File: src/rtl/zone_pkg.sv
// Shared types and constants for the four-zone keypad transaction sequencer.
package zone_pkg;

  localparam int NZONE = 4;

  localparam int KEY_A = 10;
  localparam int KEY_B = 11;
  localparam int KEY_C = 12;
  localparam int KEY_D = 13;

  localparam logic [1:0] ERR_NONE    = 2'd0;
  localparam logic [1:0] ERR_NOSPACE = 2'd1;
  localparam logic [1:0] ERR_UNDER   = 2'd2;
  localparam logic [1:0] ERR_TIMEOUT = 2'd3;

  typedef enum logic [2:0] {
    ST_IDLE   = 3'd0,
    ST_ZONE   = 3'd1,
    ST_QTY    = 3'd2,
    ST_CONF   = 3'd3,
    ST_COMMIT = 3'd4
  } state_e;

endpackage

File: src/rtl/zone_txn_ctrl_key_decode.sv
// Combinational key qualifier: a key counts only when exactly one of the 14 key
// lines pulses; chords and idle cycles decode as no key at all.
module key_decode
  import zone_pkg::*;
(
  input  logic [15:0] key_edge_i,
  output logic        key_vld_o,
  output logic        is_digit_o,
  output logic [3:0]  digit_o,
  output logic        is_a_o,
  output logic        is_b_o,
  output logic        is_c_o,
  output logic        is_d_o
);

  logic [1:0] key_unused;
  assign key_unused = key_edge_i[15:14];

  assign key_vld_o  = $onehot(key_edge_i[13:0]);
  assign is_digit_o = key_vld_o & (|key_edge_i[9:0]);
  assign is_a_o     = key_vld_o & key_edge_i[KEY_A];
  assign is_b_o     = key_vld_o & key_edge_i[KEY_B];
  assign is_c_o     = key_vld_o & key_edge_i[KEY_C];
  assign is_d_o     = key_vld_o & key_edge_i[KEY_D];

  // Digit lines map straight to their value; only meaningful with is_digit_o.
  always_comb begin
    digit_o = '0;
    for (int i = 0; i < 10; i++) begin
      if (key_edge_i[i]) digit_o = 4'(i);
    end
  end

endmodule

File: src/rtl/zone_txn_ctrl.sv
// Keypad transaction sequencer: collects op/zone/qty and commits it atomically
// against per-zone free/used counters, rejecting requests that would not fit.
module zone_txn_ctrl
  import zone_pkg::*;
#(
  parameter int          CAPACITY    = 15,
  parameter int          CNT_W       = 4,
  parameter int unsigned TIMEOUT_CYC = 500_000_000
) (
  input  logic                   clk,
  input  logic                   rst_n,
  input  logic [15:0]            key_edge,
  output logic [4*CNT_W-1:0]     free_flat,
  output logic [4*CNT_W-1:0]     used_flat,
  output logic [2:0]             state_o,
  output logic                   op_o,
  output logic [1:0]             zone_o,
  output logic [3:0]             qty_o,
  output logic                   done,
  output logic                   err,
  output logic [1:0]             err_code
);

  localparam int TMO_W = $clog2(TIMEOUT_CYC + 1);

  state_e             state_q, state_d;
  logic               op_q, op_d;
  logic [1:0]         zone_q, zone_d;
  logic [3:0]         qty_q, qty_d;
  logic [1:0]         err_code_q, err_code_d;
  logic               done_q, done_d;
  logic               err_q, err_d;
  logic [TMO_W-1:0]   tmo_q, tmo_d;
  logic [CNT_W-1:0]   free_q [NZONE];
  logic [CNT_W-1:0]   free_d [NZONE];
  logic [CNT_W-1:0]   used_q [NZONE];
  logic [CNT_W-1:0]   used_d [NZONE];

  logic       key_vld, is_digit, is_a, is_b, is_c, is_d;
  logic [3:0] digit;
  logic [3:0] digit_m1;
  logic       in_entry, tmo_hit;
  logic [CNT_W-1:0] qty_ext;

  key_decode u_key_decode (
    .key_edge_i (key_edge),
    .key_vld_o  (key_vld),
    .is_digit_o (is_digit),
    .digit_o    (digit),
    .is_a_o     (is_a),
    .is_b_o     (is_b),
    .is_c_o     (is_c),
    .is_d_o     (is_d)
  );

  assign digit_m1 = digit - 4'd1;
  assign qty_ext  = CNT_W'(qty_q);
  assign in_entry = (state_q == ST_ZONE) || (state_q == ST_QTY) || (state_q == ST_CONF);
  assign tmo_hit  = in_entry && (tmo_q == TMO_W'(TIMEOUT_CYC - 1));

  // Timeout wins over any key in the same cycle; commit touches only zone_q.
  always_comb begin
    state_d    = state_q;
    op_d       = op_q;
    zone_d     = zone_q;
    qty_d      = qty_q;
    err_code_d = err_code_q;
    done_d     = 1'b0;
    err_d      = 1'b0;
    tmo_d      = '0;
    free_d     = free_q;
    used_d     = used_q;

    if (tmo_hit) begin
      state_d    = ST_IDLE;
      err_d      = 1'b1;
      err_code_d = ERR_TIMEOUT;
    end else begin
      if (in_entry && !key_vld) tmo_d = tmo_q + TMO_W'(1);
      unique case (state_q)
        ST_IDLE: begin
          if (is_a || is_b) begin
            op_d       = is_b;
            err_code_d = ERR_NONE;
            qty_d      = '0;
            state_d    = ST_ZONE;
          end
        end
        ST_ZONE: begin
          if (is_c) begin
            state_d = ST_IDLE;
          end else if (is_digit && digit >= 4'd1 && digit <= 4'd4) begin
            zone_d  = digit_m1[1:0];
            state_d = ST_QTY;
          end
        end
        ST_QTY: begin
          if (is_c) begin
            state_d = ST_IDLE;
          end else if (is_digit && digit != 4'd0) begin
            qty_d   = digit;
            state_d = ST_CONF;
          end
        end
        ST_CONF: begin
          if (is_c) begin
            state_d = ST_IDLE;
          end else if (is_d) begin
            state_d = ST_COMMIT;
          end else if (is_digit && digit != 4'd0) begin
            qty_d = digit;
          end
        end
        ST_COMMIT: begin
          state_d = ST_IDLE;
          if (!op_q) begin
            if (free_q[zone_q] >= qty_ext) begin
              free_d[zone_q] = free_q[zone_q] - qty_ext;
              used_d[zone_q] = used_q[zone_q] + qty_ext;
              done_d         = 1'b1;
            end else begin
              err_d      = 1'b1;
              err_code_d = ERR_NOSPACE;
            end
          end else begin
            if (used_q[zone_q] >= qty_ext) begin
              used_d[zone_q] = used_q[zone_q] - qty_ext;
              free_d[zone_q] = free_q[zone_q] + qty_ext;
              done_d         = 1'b1;
            end else begin
              err_d      = 1'b1;
              err_code_d = ERR_UNDER;
            end
          end
        end
        default: state_d = ST_IDLE;
      endcase
    end
  end

  always_ff @(posedge clk or negedge rst_n) begin
    if (!rst_n) begin
      state_q    <= ST_IDLE;
      op_q       <= 1'b0;
      zone_q     <= '0;
      qty_q      <= '0;
      err_code_q <= ERR_NONE;
      done_q     <= 1'b0;
      err_q      <= 1'b0;
      tmo_q      <= '0;
      for (int i = 0; i < NZONE; i++) begin
        free_q[i] <= CNT_W'(CAPACITY);
        used_q[i] <= '0;
      end
    end else begin
      state_q    <= state_d;
      op_q       <= op_d;
      zone_q     <= zone_d;
      qty_q      <= qty_d;
      err_code_q <= err_code_d;
      done_q     <= done_d;
      err_q      <= err_d;
      tmo_q      <= tmo_d;
      free_q     <= free_d;
      used_q     <= used_d;
    end
  end

  for (genvar g = 0; g < NZONE; g++) begin : g_flat
    assign free_flat[g*CNT_W +: CNT_W] = free_q[g];
    assign used_flat[g*CNT_W +: CNT_W] = used_q[g];
  end

  assign state_o  = state_q;
  assign op_o     = op_q;
  assign zone_o   = zone_q;
  assign qty_o    = qty_q;
  assign done     = done_q;
  assign err      = err_q;
  assign err_code = err_code_q;

endmodule

File: config.mk
export PLATFORM = sky130hd
export DESIGN_NAME = zone_txn_ctrl
export DESIGN_NICKNAME = d
export VERILOG_FILES = /design/src/rtl/zone_pkg.sv /design/src/rtl/zone_txn_ctrl_key_decode.sv /design/src/rtl/zone_txn_ctrl.sv
export SDC_FILE = /design/constraint.sdc
export NUM_CORES = 1
export LEC_CHECK = 0
export BUFFER_PORTS_ARGS = -buffer_cell sky130_fd_sc_hd__buf_2
export CAP_MARGIN = 0
export CORE_MARGIN = 4
export CORE_UTILIZATION = 25
export CTS_CLUSTER_SIZE = 28
export DETAILED_ROUTE_END_ITERATION = 8
export GPL_ROUTABILITY_DRIVEN = 0
export GPL_TIMING_DRIVEN = 0
export HOLD_SLACK_MARGIN = 0.08
export SLEW_MARGIN = 25
export SYNTH_ARGS = -nofsm -noshare
export SYNTH_HDL_FRONTEND = slang
export SYNTH_HIERARCHICAL = 1
export SYNTH_SLANG_ARGS = --single-unit
File: constraint.sdc
create_clock -name clk -period 3.2 [get_ports clk]
set_clock_uncertainty 0.15 [all_clocks]
set_input_delay 0.16 -clock clk [delete_from_list [all_inputs] [get_ports clk]]
set_output_delay 0.16 -clock clk [all_outputs]
set_load 0.05 [all_outputs]
Word-level counts from Yosys, hierarchy flattened
Cells that the tools add are included.
- flip-flop bits (word level): 75
- bits in latches: 0
- memory bits (writable): 0
- bits in read-only memories: 0
- output and inout bits: 46
- word-level logic and storage cells: 148
- memories kept: 0
- add/sub/neg operators: 19
- multiply operators: 0
- divide/modulo/power cells: 0
- magnitude comparators: 6
- equality and inequality tests: 17
- shift operators: 0
- muxes and demuxes: 60
- bitwise operators: 8
- reductions and logical operators: 22
- operator list (cell ; number):
    $mux 16 ; 6
    $bwmux 16 ; 4
    $mux 29 ; 2
    $mux 4 ; 12
    $mux 3 ; 12
    $add 4x4->4 ; 8
    $add 29x1->29 const B ; 1
    $eq 29x29->1 const B ; 1
    $bmux 4 s2 ; 2
    $reduce_and 4->1 ; 4
    $add 1x1->2 ; 7
    $mux 2 ; 7
    $ne 4x4->1 const B ; 3
    $pmux 3 s4 ; 1
    $pmux 4 s3 ; 1
    $mux 1 ; 11
    $reduce_or 10->1 ; 1
    $demux 4 s2 ; 1
    $ge 4x4->1 ; 2
    $ne 2x2->1 const B ; 4
    $ne 4x3->1 const B ; 2
    $sub 4x4->4 ; 2
    $eq 3x2->1 const B ; 2
    $logic_and 1x1->1 ; 6
    22 further kinds ; 30

Depth between registers and ports, before layout
- depth in word-level cells: 16
- depth in mapped cells: 20
- depth with buffers taken out: 20

Cells and area by module
The synthesis kept the hierarchy.
- by module, submodules not included (module ; instances ; cells an instance ; area each (sq um) ; sequential area each (sq um)):
    zone_txn_ctrl ; 1 ; 370 ; 4061.4 ; 1896.8
    key_decode ; 1 ; 67 ; 529.3 ; 0.0

Worst setup path after synthesis
Ideal clock, no wire load.
- path type: in2reg
- from: input key_edge[4]
- to: register zone_q[0] (netlist: zone_o[0])
- arrival time: 4.232 ns
- data required time: 2.925 ns
- setup slack: -1.308 ns
- stages: 17
- buffers on the path: 0
- path through: inv_1 fa_1 inv_1 ha_1 inv_1 fa_1 fa_1 inv_1 fa_1 inv_1 fa_1 and3b_1 nand4_1 a21oi_1 or3_4 nor3_4 mux2_4
- RTL lines (element ; RTL line ; RTL):
    from (decl) ; zone_txn_ctrl.sv:12 ; input logic [15:0] key_edge,
    $add 1x1->2 (implied by the code) ; zone_txn_ctrl_key_decode.sv:19 ; assign key_vld_o = $onehot(key_edge_i[13:0]);
    $add 4x4->4 (implied by the code) (3 in series) ; zone_txn_ctrl_key_decode.sv:19 ;
    $eq 4x1->1 ; zone_txn_ctrl_key_decode.sv:19 ;
    $and 1x1->1 ; zone_txn_ctrl_key_decode.sv:23 ; assign is_c_o = key_vld_o & key_edge_i[KEY_C];
    named net is_c ; zone_txn_ctrl.sv:39 ; logic key_vld, is_digit, is_a, is_b, is_c, is_d;
    $not 1->1 (no line) ; - ;
    $reduce_and 4->1 (no line) ; - ;
    to (signal assigned) ; zone_txn_ctrl.sv:158 ; zone_q <= zone_d;
    to (decl) ; zone_txn_ctrl.sv:28 ; logic [1:0] zone_q, zone_d;
The timed path passes the listed nets, and every way through them passes these cells.
A chain may end at the register's enable or synchronous reset.

Worst setup path after layout
Ends and elaborated chain as after synthesis.

==> results.txt <==
The flow ran to the end, but the final reports show violations. The final reports fail on negative setup slack. The final core area utilization came out at 34.62%. For this run, the leading register cell type out of synthesis is sky130_fd_sc_hd__dfrtp_1.

The headroom to the max-slew limit came out at roughly three fifths. The type of the tightest min-delay check is input port to flip-flop. The final hold violation count came out at 0. The instance area after placement is between 0.005 and 0.006 sq mm. Summed over all nets, the switching power comes to 1.736 mW. The share of the Yosys chip area taken by registers is 41.32%. The clock network is responsible for between 20% and 30% of the overall power. The area of the die came out at ~0.02 sq mm.

The number of standard cells in the final layout excluding fillers is between 700 and 800. The buffer depth of the longest clock path came out at 2. The total instance count after detailed placement came out at ~730. The insertion delay of the later-clocked pin in the worst-skew pair came out at approximately 330 ps. The final global-route overflow total came out at 0. The post-synthesis net count came out at a little under 500. The TritonCTS clock tree is built. The synthesis-stage register bit count came out at 75.

The portion of the clock cycle consumed by the worst path in the final layout came out at 135.4%. The worst voltage drop across the vdd grid is 0.0003720 V. The cell count after synthesis came out at roughly 440. The number of nets in the layout came out at roughly 600. The tree built by TritonCTS fans out to between 70 and 80 sinks. Yosys printed 6 warnings.

The placement-stage worst setup slack is -1602 ps. The die is 143.5 um tall. Setup repair after global routing could not meet its margin everywhere. The post-detailed-route count of antenna-violating nets came out at 0. The cell that appears most often on the critical path is sky130_fd_sc_hd__fa_1. The portion of total power attributed to combinational logic is roughly half.

The I/O pin count is 64. The floorplan step defined a core boundary enclosing between 0.015 and 0.02 sq mm. For this run, global-route usage on met3 was measured as 2.097%. The cell with the biggest individual delay on the critical path is sky130_fd_sc_hd__fa_1. The highest clock rate is 0.2307 GHz. At the worst endpoint, the arrival time is 4400 ps.

The first global-routing pass estimated between 15 and 20 mm of wire. STA classifies the critical path endpoint as a flip-flop. The number of cell rows came out at 49. The critical path in this run is classified as input port to flip-flop. The worst setup path is launched from an input port. Traced cell by cell, the critical path runs through buf_12 -> inv_12 -> fa_1 -> inv_1 -> ha_1 -> inv_1 -> fa_1 -> fa_1 -> inv_2 -> fa_2 -> inv_2 -> fa_2 -> and3b_1 -> nand4_1 -> buf_4 -> a21oi_4 -> or3_4 -> nor3_4 -> mux2_4. The fraction of synthesis flops using an asynchronous set or reset pin is 100.0%. Dividing the detail-routed via count by the number of cells gives about 4.5.

The maximum number of pins on one net before global-route repair came out at 48. The worst setup slack after layout is -1134 ps. The clock root buffer is sky130_fd_sc_hd__clkbuf_16. The internal portion of total power came out at between 2 and 3 mW. The combined area of all synthesized cells is around 0.0046 sq mm. The overall global routing resource usage is 10.89%. Data on the critical path is required at its endpoint by about 3300 ps. The via count of the first global-routing pass is roughly 3,500. In this run, distinct cell masters in the synthesized netlist total 59. The x dimension of the die is ~140 um. The port buffer count is between 60 and 70.

The proportion of total power due to net switching is about two fifths. In this run the power density over the cells is ~700 mW/mm^2. The transition time at the pin with the least slew margin is about 590 ps.

The total clock buffers created by CTS came out at 9. Summed over all cells, the static leakage comes to around 2.9 nW. The number of H-tree branching levels came out at 3.

The clock edge transition at the registers on the reported setup and hold paths is around 60 ps. The sequential share of power is between 20% and 30%. The largest fanout on the critical path is 4.

The critical path's largest stage delay is between 500 and 600 ps. The first-pass iteration count of the detailed router came out at 4. After legalization and detailed placement, the total HPWL measured between 7 and 8 mm.

The global routing usage on met1 is about 14%. The met2 usage came out at 18.11%. The number of flops mapped to enable cells by yosys is 0. The number of slew-limit violations in the final report is 0. Counting I/O delays and the setup requirement, the final critical path takes ~4300 ps.

The detailed-route wire length per cell came out at 14.34 um. The final instance area is ~0.0062 sq mm. The total length of routed wires came out at approximately 11 mm. The initial antenna violation count is 0.

The layer flagged by global routing as most heavily used is met2. The count of final setup violators came out at a little over 40. The share of layout cells above drive strength 1 came out at 42.73%. The final routed DRC violation total came out at 0. The number of max-cap violations came out at 0.

The number of DRC violations after detailed-routing iteration 0 came out at about 140. The starting density of the core is approximately 25%. Compared with the post-synthesis result, the final layout area differs by 35.95%. The via total after detailed routing came out at between 3,000 and 4,000. The layout filler cell count is between 1,500 and 2,000. 0 antenna diodes ended up in the layout.

In this run the mean area of a mapped cell was around 11 sq um.
-- cell usage in the layout, fill, tap and decap left out, types with 4 or more instances in the layout --
cell,instances
sky130_fd_sc_hd__clkbuf_16,10
sky130_fd_sc_hd__ha_1,24
sky130_fd_sc_hd__nand4_1,7
sky130_fd_sc_hd__mux2_4,5
sky130_fd_sc_hd__nor2_1,23
sky130_fd_sc_hd__mux4_2,8
sky130_fd_sc_hd__mux2i_1,10
sky130_fd_sc_hd__xnor2_1,13
sky130_fd_sc_hd__nand2_1,28
sky130_fd_sc_hd__and4_1,4
sky130_fd_sc_hd__dfrtp_1,57
sky130_fd_sc_hd__o21ai_1,4
sky130_fd_sc_hd__buf_8,5
sky130_fd_sc_hd__a21oi_1,7
sky130_fd_sc_hd__and3_1,5
sky130_fd_sc_hd__mux2_2,20
sky130_fd_sc_hd__fa_1,9
sky130_fd_sc_hd__o21ai_0,9
sky130_fd_sc_hd__buf_4,25
sky130_fd_sc_hd__fa_2,4
sky130_fd_sc_hd__dfstp_2,16
sky130_fd_sc_hd__nand3_1,10
sky130_fd_sc_hd__nor2_4,21
sky130_fd_sc_hd__xor2_1,19
sky130_fd_sc_hd__nor2_2,8
sky130_fd_sc_hd__buf_2,57
sky130_fd_sc_hd__inv_1,43
sky130_fd_sc_hd__inv_2,4
sky130_fd_sc_hd__nor3_1,5
-- through the flow --
stage / hold slack (ps) / setup TNS, ps / total power [mW]
6_report: 126.1 / -39810 / 4.322
2_1_floorplan: -285.6 / -40860 / 2.201
4_1_cts: 137.4 / -39950 / 4.112
3_3_place_gp: 291.8 / -65190 / 2.563
5_1_grt: 146.8 / -46280 / 4.591
3_5_place_dp: -32.57 / -68730 / 2.575
-- cells by family (layout without fill, tap and decap cells) --
kind of cell,after synthesis,in the layout,share of synthesized area (%)
AND/OR/NAND/NOR,144,144,16.05
XOR/XNOR,32,32,6.105
adder cells (fa/ha/maj),39,39,12.76
AO/OA/AOI/OAI,46,46,6.351
multiplexers,43,43,12.32
flip-flops,75,75,41.32
buffers and inverters,58,164,5.096
-- path summary, 6_finish.rpt --
check | cells past startpoint | slack, ps | endpoint | start
worst min register to register | 2 | 330 | free_flat[4]$_DFFE_PN1P_ | free_flat[4]$_DFFE_PN1P_
worst min-delay path | 4 | 130 | state_o[2]$_DFFE_PN0P_ | key_edge[12]
worst max register to register | 13 | 70 | used_flat[15]$_DFFE_PN0P_ | zone_o[0]$_DFFE_PN0P_
max in group asynchronous | 3 | 2150 | free_flat[1]$_DFFE_PN1P_ | rst_n
min in group asynchronous | 2 | 140 | used_flat[12]$_DFFE_PN0P_ | rst_n
worst max-delay path | 19 | -1130 | zone_o[0]$_DFFE_PN0P_ | key_edge[4]
-- cell type report --
class	count	area [sq um]	share of cell area, %
plain buffers	9	91.34	1.464
clock buffers	9	225.2	3.609
clock inverters	7	73.82	1.183
inverters	48	192.7	3.087
multi-input cells	304	2811	45.05
flip-flops and latches	75	1899	30.43
well taps	229	286.5	4.591
repair buffers	91	660.6	10.59
-- timing repair --
item / 4_1_cts / 5_1_grt
pin swaps: 22 / 16
cloned: 3 / 1
hold buffers: 1 / 0
endpoints found under the hold margin: 67 / 0
resized for setup: 49 / 54
buffers inserted: 12 / 12
setup endpoints to repair: 73 / 66
-- power groups by stage --
stage                     clock network, mW  registers (mW)  logic [mW]
after floorplan                           0            1.32       0.879
after global placement                    0            1.15        1.41
after detailed placement                  0            1.15        1.43
after CTS                              1.04            1.15        1.92
after global routing                   1.09            1.17        2.33
final                                  1.02            1.15        2.15
-- layer usage --
metal / wire length (um) / share of wire [%] / vias up
met2: 5592 / 51 / 51
met4: 251 / 2.3 / 0
met3: 379 / 3.4 / 17
met5: 0 / 0 / -
met1: 4846 / 44 / 1715
li1: - / - / 1694
-- cells in the mapped netlist (5+ instances only) --
cell type / n / area share [%]
sky130_fd_sc_hd__a21oi_1: 12 / 1.3
sky130_fd_sc_hd__and3_1: 5 / 0.68
sky130_fd_sc_hd__dfrtp_1: 59 / 32
sky130_fd_sc_hd__dfstp_2: 16 / 9.2
sky130_fd_sc_hd__fa_1: 13 / 5.7
sky130_fd_sc_hd__ha_1: 26 / 7.1
sky130_fd_sc_hd__inv_1: 48 / 3.9
sky130_fd_sc_hd__mux2_2: 24 / 5.9
sky130_fd_sc_hd__mux2i_1: 10 / 2.2
sky130_fd_sc_hd__mux4_2: 8 / 3.9
sky130_fd_sc_hd__nand2_1: 30 / 2.5
sky130_fd_sc_hd__nand3_1: 13 / 1.4
sky130_fd_sc_hd__nand4_1: 7 / 0.95
sky130_fd_sc_hd__nor2_1: 52 / 4.3
sky130_fd_sc_hd__nor3_1: 5 / 0.55
sky130_fd_sc_hd__o21ai_0: 12 / 1.3
sky130_fd_sc_hd__xnor2_1: 13 / 2.5
sky130_fd_sc_hd__xor2_1: 19 / 3.6
-- worst max-delay path: cells and delay by family --
family,cells,cell delay [ps]
multiplexers,1,320
AND/OR/NAND/NOR,4,860
AO/OA/AOI/OAI,1,70
adder cells (fa/ha/maj),6,2510
buffers and inverters,7,460
-- registers in the layout, indices dropped and copies added (netlist names) --
signal,flops
tmo_q,29
free_flat,16
used_flat,16
qty_o,4
state_o,3
err_code,2
zone_o,2
done,1
err,1
op_o,1
Power figures use the tool's default switching activity.
